File: config.mk
export PLATFORM = sky130hd
export DESIGN_NAME = pipeline_hazard_ctrl
export DESIGN_NICKNAME = d
export VERILOG_FILES = /design/src/rtl/pipeline_hazard_ctrl.sv
export SDC_FILE = /design/constraint.sdc
export NUM_CORES = 1
export LEC_CHECK = 0
export CORE_ASPECT_RATIO = 1.1
export CORE_MARGIN = 5
export CORE_UTILIZATION = 44
export DETAILED_ROUTE_END_ITERATION = 6
export PLACE_DENSITY = 0.85
export SLEW_MARGIN = 20
export SYNTH_ARGS = -nofsm -noshare
export SYNTH_HDL_FRONTEND = slang
export SYNTH_SLANG_ARGS = --single-unit
File: constraint.sdc
create_clock -name clk -period 2.6 [get_ports clk]
set_clock_uncertainty 0.1 [all_clocks]
set_input_delay 0.26 -clock clk [delete_from_list [all_inputs] [get_ports clk]]
set_output_delay 0.26 -clock clk [all_outputs]
set_load 0.02 [all_outputs]
File: src/rtl/pipeline_hazard_ctrl.sv
// Purpose : stall/flush sequencer for a 5-stage pipeline (PC, IF/ID, ID/EX, EX/MEM enables).
// Latency : control outputs are combinational from state + inputs; counters update on the clock edge.
// Backpr. : mem_busy freezes every pipeline register; a branch seen during the freeze is replayed after it.
//
// Ports:
//   clk, reset (async, active-low)
//   Rn_ID/Rm_ID/usesRm_ID/usesFlags_ID : consumer in ID
//   memRead_EX/targetReg_EX/set_flags_EX/br_taken_EX : producer / branch in EX
//   mem_busy : data memory not ready
//   pc_write, ifid_write, ifid_flush, idex_write, idex_bubble, exmem_write : pipeline controls
//   stall_cnt, flush_cnt : saturating performance counters
module pipeline_hazard_ctrl #(
  parameter int REG_W = 5,
  parameter int CNT_W = 16
) (
  input  logic             clk,
  input  logic             reset,
  input  logic [REG_W-1:0] Rn_ID,
  input  logic [REG_W-1:0] Rm_ID,
  input  logic             usesRm_ID,
  input  logic             usesFlags_ID,
  input  logic             memRead_EX,
  input  logic [REG_W-1:0] targetReg_EX,
  input  logic             set_flags_EX,
  input  logic             br_taken_EX,
  input  logic             mem_busy,
  output logic             pc_write,
  output logic             ifid_write,
  output logic             ifid_flush,
  output logic             idex_write,
  output logic             idex_bubble,
  output logic             exmem_write,
  output logic [CNT_W-1:0] stall_cnt,
  output logic [CNT_W-1:0] flush_cnt
);

  // Zero register: reads as zero, writes discarded, so it never forms a dependency.
  localparam logic [REG_W-1:0] XZR = '1;

  typedef enum logic {RUN, MEM_WAIT} state_t;

  state_t           state_q, state_d;
  logic             flush_pend_q, flush_pend_d;
  logic [CNT_W-1:0] stall_cnt_q, flush_cnt_q;
  logic             loaduse, flaguse, flush_fire;

  assign loaduse = memRead_EX && (targetReg_EX != XZR) &&
                   ((Rn_ID == targetReg_EX) || (usesRm_ID && (Rm_ID == targetReg_EX)));
  assign flaguse = usesFlags_ID && set_flags_EX;

  always_comb begin
    pc_write     = 1'b1;
    ifid_write   = 1'b1;
    ifid_flush   = 1'b0;
    idex_write   = 1'b1;
    idex_bubble  = 1'b0;
    exmem_write  = 1'b1;
    state_d      = state_q;
    flush_pend_d = flush_pend_q;
    flush_fire   = 1'b0;

    // In MEM_WAIT the exit cycle follows the RUN rules with mem_busy already
    // low, so both states share one evaluation keyed on mem_busy.
    if (mem_busy) begin
      pc_write    = 1'b0;
      ifid_write  = 1'b0;
      idex_write  = 1'b0;
      exmem_write = 1'b0;
      state_d     = MEM_WAIT;
      // The branch may leave EX before the freeze lifts; remember it.
      if (br_taken_EX) flush_pend_d = 1'b1;
    end else begin
      state_d = RUN;
      if (br_taken_EX || flush_pend_q) begin
        // Branch beats load-use: the dependent instruction is discarded anyway.
        ifid_flush   = 1'b1;
        idex_bubble  = 1'b1;
        flush_pend_d = 1'b0;
        flush_fire   = 1'b1;
      end else if (loaduse || flaguse) begin
        pc_write    = 1'b0;
        ifid_write  = 1'b0;
        idex_bubble = 1'b1;
      end
    end

    // Reset forces safe controls immediately, independent of the clock.
    if (!reset) begin
      pc_write    = 1'b0;
      ifid_write  = 1'b0;
      ifid_flush  = 1'b1;
      idex_write  = 1'b0;
      idex_bubble = 1'b1;
      exmem_write = 1'b0;
      flush_fire  = 1'b0;
    end
  end

  always_ff @(posedge clk or negedge reset) begin
    if (!reset) begin
      state_q      <= RUN;
      flush_pend_q <= 1'b0;
      stall_cnt_q  <= '0;
      flush_cnt_q  <= '0;
    end else begin
      state_q      <= state_d;
      flush_pend_q <= flush_pend_d;
      if (!pc_write && (stall_cnt_q != {CNT_W{1'b1}}))
        stall_cnt_q <= stall_cnt_q + 1'b1;
      if (flush_fire && (flush_cnt_q != {CNT_W{1'b1}}))
        flush_cnt_q <= flush_cnt_q + 1'b1;
    end
  end

  assign stall_cnt = stall_cnt_q;
  assign flush_cnt = flush_cnt_q;

endmodule

==> results.md <==
* Status: complete, no violations
* Final hold violation count at 0
* Max-cap violations at 0
* Syn_area_per_cell at approximately 11 um^2
* Worst path slowest cell: clkdlybuf4s50_1
* Starting Density at between 40% and 50%
* Pint at between 1000 and 1500 uW
* Post-synth net total at ~180
* CTS Hold Bufs at 0
* Vias in the first global route at roughly 1400
* Synth cell types at 32
* Max Freq at a little over 400 MHz
* Req. time, crit path at roughly 2200 ps
* Worst EP arrival at 2060 ps
* CTS tree: yes
* Max-slew violations at 0
* Pre-Repair DR Iteration Count at 4
* Routed wire length at about 4000 um
* Maximum vdd drop at approximately 0.00057 V
* Delay of the slowest cell on the worst path at 530 ps
* Reg-to-reg startpoint: stall_cnt[0]$_DFFE_PN0P_
* Share of layout cells above drive strength 1 at 9.17%
* I/O pins at around 60
* Crit path from: targetReg_EX[2]
* Worst rel slew slack at between 70% and 80%
* Synth top area cells: dfrtp_1 (48%), xnor2_1 (12%), xor2_1 (7.2%)
* Share of the synthesized area in the top cell type at a little under 50%
* Register area share after synthesis at 48.4%
* Post-CTS Setup Bufs at 0
* Diodes inserted at 0
* Global-route wire length before repair at 6440 um
* Pwr dens at ~700 nW/um^2
* Worst Tran Pin Value at around 420 ps
* Gate Count Post-Synth at 158
* Top cells by count, synth: dfrtp_1 (33), xnor2_1 (24), nand3_1 (14), xor2_1 (14), nand4_1 (11)
* Flops & latches, synth at 33
* Die Y at around 75 um
* Dpl ws at -131 ps
* Async SR Flop Fraction at between 90% and 100%
* Reg area at roughly 830 um^2
* Psw at between 500 and 600 uW
* Count leader, synth: dfrtp_1
* Largest net degree at the start of global routing at 34
* PortBufs at 60
* DP HPWL at slightly above 3000 um
* DRC Markers at 0
* Post-synth top area cell: dfrtp_1
* Via count at roughly 1400
* CP Launch Type: input port
* Post-route ant nets at 0
* Final Setup Violations at 0
* RSZ-0062 raised after global routing: false
* Final instance area at about 2500 um^2
* Final min period at 2420 ps
* Top FF cell, synth: dfrtp_1
* Hold crit path type: reg2reg
* Fillers at roughly 300
* Post-CTS Resized at 3
* Mapped cell area at 1710 um^2
* CP cell instances: clkdlybuf4s50_1 > xor2_1 > nor4_1 > a32oi_1 > o21ai_1 > a21boi_1 > dlygate4sd2_1
* CTS clock-pin slew for the worst setup and hold paths at approximately 70 ps
* Logic gate share of total power at ~33%
* CTS buffer count at 5
* Wirelength per Cell at 14.5 um
* Antenna violations before repair at 0
* Crit end category: primary output
* Area of the multi-input gates at approximately 830 um^2
* Chip width at a little under 70 um
* Die area at roughly 5200 um^2
* Synthesis-to-layout area growth at 46.0%
* Clk pwr share at 24.6%
* Placer congestion estimate at 0.795
* Final period utilization at between 90% and 100%
* H-tree Lvls at 2
* Vias per Instance at 5.06
* Post-DP Area at 2390 um^2
* Clock Tree Root: clkbuf_8
* Clock Latency Late Sink at 280 ps
* Post-route setup slack at roughly 180 ps
* Max clock buf depth at 2
* Final global-route overflow total at 0
* Nets@finish at ~250
* Switching share of power at 33.1%
* EDFF count, synth at 0
* WS Path Type: in2out
* Crit-path max FO at 3
* Core area at 3680 um^2
* YS warnings at 0
* CTS sink cnt at 33
* Starting DRT DRC Count at 65
* P_leak at between 0.001 and 0.0015 uW
* GR Util All Layers at 15.7%
* Hold wc startpoint: flush_cnt[6]$_DFFE_PN0P_
* # rows at 23
* Flop pwr share at 42.5%
-- stage by stage --
step                      util, %  hold WS, ps  cells  TNS [ps]  power [uW]
after global routing         67.6          418    279         0        1810
final                        67.6          399    279         0        1720
after CTS                    67.6          398    279         0        1740
after detailed placement     65.0          383    271      -422        1310
after global placement       65.0          384    271      -194        1300
after floorplan                 -         -136    158         0        1010
-- power groups by stage --
stage                     registers [uW]  logic, uW  clock network [uW]
final                                730        566                 422
after global routing                 745        606                 454
after CTS                            728        575                 434
after detailed placement             735        575                   0
after global placement               737        562                   0
after floorplan                      828        184                   0
-- flip-flops by register name, summed over array words and instances, names as in the netlist --
name          count
flush_cnt        16
flush_pend_q      1
stall_cnt        16
-- per-layer routing --
layer	vias up	track usage [%]	routed length [um]	share of wire [%]
met5	-	0	0	0
met4	0	6.51	64	1.6
met3	7	4.62	204	5.0
met2	44	28.7	2130	53
met1	668	17.4	1650	41
li1	693	-	-	-
-- critical path: cells and delay by family --
family                 cells  cell delay (ps)
buffers and inverters      2              920
AO/OA/AOI/OAI              3              660
XOR/XNOR                   1              160
AND/OR/NAND/NOR            1               70
-- kinds of logic after synthesis --
group	Yosys count	share of synthesized area (%)
flops	33	48.4
buf+inv	7	3.08
mux	4	2.64
simple gates	65	21.8
compound gates	9	3.15
xor+xnor	38	19.5
fa+ha+maj	2	1.47
-- layout by cell type, fill, tap and decap left out, types with 2 or more instances in the layout --
master,synthesis,final
clkdlybuf4s50_1,0,57
dfrtp_1,33,33
xnor2_1,24,24
nand3_1,14,14
xor2_1,14,14
nand4_1,11,11
nand2_1,10,10
and3_1,7,7
clkbuf_8,0,7
nor2_1,6,6
buf_4,2,6
o21ai_0,3,3
inv_1,3,3
mux2_2,3,3
dlygate4sd2_1,0,3
nor4_1,2,2
nor3_1,2,2
nor2b_1,2,2
and4_1,2,2
a21oi_1,2,2
and2_1,2,2
nand2b_1,2,2
ha_1,2,2
-- path summary, 6_finish.rpt --
kind / to / slack (ps) / cells past startpoint
setup / recovery: ifid_write / 180 / 7
hold / removal: flush_cnt[6]$_DFFE_PN0P_ / 400 / 1
setup reg to reg: stall_cnt[1]$_DFFE_PN0P_ / 430 / 7
hold reg to reg: flush_cnt[6]$_DFFE_PN0P_ / 400 / 1
max in group asynchronous: stall_cnt[8]$_DFFE_PN0P_ / 1650 / 3
min in group asynchronous: flush_cnt[14]$_DFFE_PN0P_ / 450 / 3
-- layout make-up --
cell class,count,area share (%)
Clock buffer,7,3.87
Clock inverter,1,0.201
Inverter,3,0.452
Multi-Input combinational cell,118,33.2
Sequential cell,33,33.1
Tap cell,50,2.51
Timing Repair Buffer,67,26.6
Note: power is estimated with default switching activity, not from simulation.
==> patch, RTL diff (same flow settings) <==
Change the parameter `REG_W` from 5 to 7.
--- a/src/rtl/pipeline_hazard_ctrl.sv
+++ b/src/rtl/pipeline_hazard_ctrl.sv
@@ -10,7 +10,7 @@
 //   pc_write, ifid_write, ifid_flush, idex_write, idex_bubble, exmem_write : pipeline controls
 //   stall_cnt, flush_cnt : saturating performance counters
 module pipeline_hazard_ctrl #(
-  parameter int REG_W = 5,
+  parameter int REG_W = 7,
   parameter int CNT_W = 16
 ) (
   input  logic             clk,
Ports: changed (resized Rm_ID, Rn_ID and targetReg_EX); port bits go from 61 to 67. The function was not compared with the original's and may differ.
==> patch against the unedited design <==
  * Routed wire length grew 3.4%
  * Register-to-register slack improved by 170 ps
  * Area after synthesis up 3.2%
  * Power shrank 0.66%
  * Maximum frequency up 4.3%
  * First-iteration DRC count fell by 42%
  * Sequential cell count unchanged
  * Clock power fell by 16%
  * Cell area is 3.0% higher
  * Worst setup slack better by 100 ps
  * Global-route usage rose by 0.85 points
  * Largest power group unchanged
==> patch: results (changes against the unedited design) <==
====================================================================
Result of the run                                       finished, final reports clean   unchanged
Reg-to-reg startpoint                                   stall_cnt[4]   was stall_cnt[0]
Routing usage on met3                                          5.54%   was 4.62%
Global-route usage over all layers                             16.6%   was 15.7%
Worst slew margin relative to its limit                        70.9%   was 72.1%
Switching share of power                                       34.1%   was 33.1%
Peak ir drop on the vdd network                             0.658 mV   was 0.570 mV
First-pass GRT wire length                                   7.31 mm   was 6.44 mm
Capturing instance or port of the critical path          idex_bubble   was ifid_write
Static power due to leakage                               0.00107 uW   was 0.00106 uW
GPL Wtd Cong                                                   0.883   was 0.795
Sequential cell area fraction in the yosys report              46.9%   was 48.4%
Initial DRT Pass Iterations                                        5   was 4
Global routing met2 resource utilization                       26.7%   was 28.7%
Number of library cell types mapped by synthesis                  34   was 32
Met1 demand-to-capacity share in global routing                21.6%   was 17.4%
CP startpoint                                           targetReg_EX[5]   was targetReg_EX[2]
DP Wirelength                                                3.31 mm   was 3.02 mm
Met3 wire length                                              290 um   was 204 um
Final Routed Wirelength                                      4.18 mm   was 4.04 mm
Buffers added on ports                                            66   was 60
Routed length on met1                                        1.86 mm   was 1.65 mm
Top post-synthesis cells by area                        dfrtp_1 47%, xnor2_1 17%, nand4_1 5.7%   was dfrtp_1 48%, xnor2_1 12%, xor2_1 7.2%
Arrival time of the worst setup path                         1960 ps   was 2060 ps
Register-to-Register Setup Slack                              600 ps   was 430 ps
Placement-stage cell area                                 2480 sq um   was 2390 sq um
Filler cell count                                                338   was 303
Synthesized net count                                            195   was 183
Share of post-route cells with drive strength above 1          8.02%   was 9.17%
Logic depth of the worst register-to-register path                 6   was 7
Detailed route wirelength on metal2                          2.00 mm   was 2.13 mm
====================================================================
## patch: repair_timing
action / in CTS / in global routing
buffers inserted: 0 / 0
resized for setup: 1 / 2
cloned: 0 / 0
setup endpoints to repair: 1 / 2
## patch: critical path, stage by stage
cell	delay, ps
clkdlybuf4s50_1	530
xnor2_1	150
nand4_1	130
nor4_2	200
o21a_1	190
a21oi_1	40
o21bai_1	110
dlygate4sd2_1	350
## patch: cells by family after synthesis
| family | Yosys count | share of synthesized area (%) |
|---|---|---|
| adder cells (fa/ha/maj) | 2 | 1.42 |
| AND/OR/NAND/NOR | 66 | 21.9 |
| multiplexers | 5 | 3.27 |
| XOR/XNOR | 40 | 19.9 |
| AO/OA/AOI/OAI | 10 | 3.98 |
| buffers and inverters | 8 | 2.63 |
| flip-flops | 33 | 46.9 |
## patch: stage by stage
stage / hold WS (ps) / cells / TNS, ps / utilization (%) / setup slack [ps]
CTS: 396 / 289 / 0 / 65.1 / 14.4
global placement: 377 / 281 / 0 / 63.1 / 34.5
floorplan: -136 / 164 / 0 / - / 631
detailed placement: 388 / 281 / -29.2 / 63.1 / -29.2
global route: 399 / 289 / 0 / 65.2 / 188
finish: 378 / 289 / 0 / 65.2 / 277
## patch: power by group through the flow
| stage | clock (uW) | combinational [uW] | sequential (uW) |
|---|---|---|---|
| after floorplan | 0 | 208 | 836 |
| after global placement | 0 | 609 | 741 |
| after detailed placement | 0 | 620 | 748 |
| after CTS | 369 | 623 | 741 |
| after global routing | 391 | 659 | 759 |
| final | 354 | 613 | 740 |
## patch: final cells by class
cell class	count	share of cell area, %
Sequential cell	33	32.2
Multi-Input combinational cell	123	34.7
Timing Repair Buffer	70	27.1
Inverter	3	0.439
Tap cell	52	2.54
Clock buffer	8	3.12
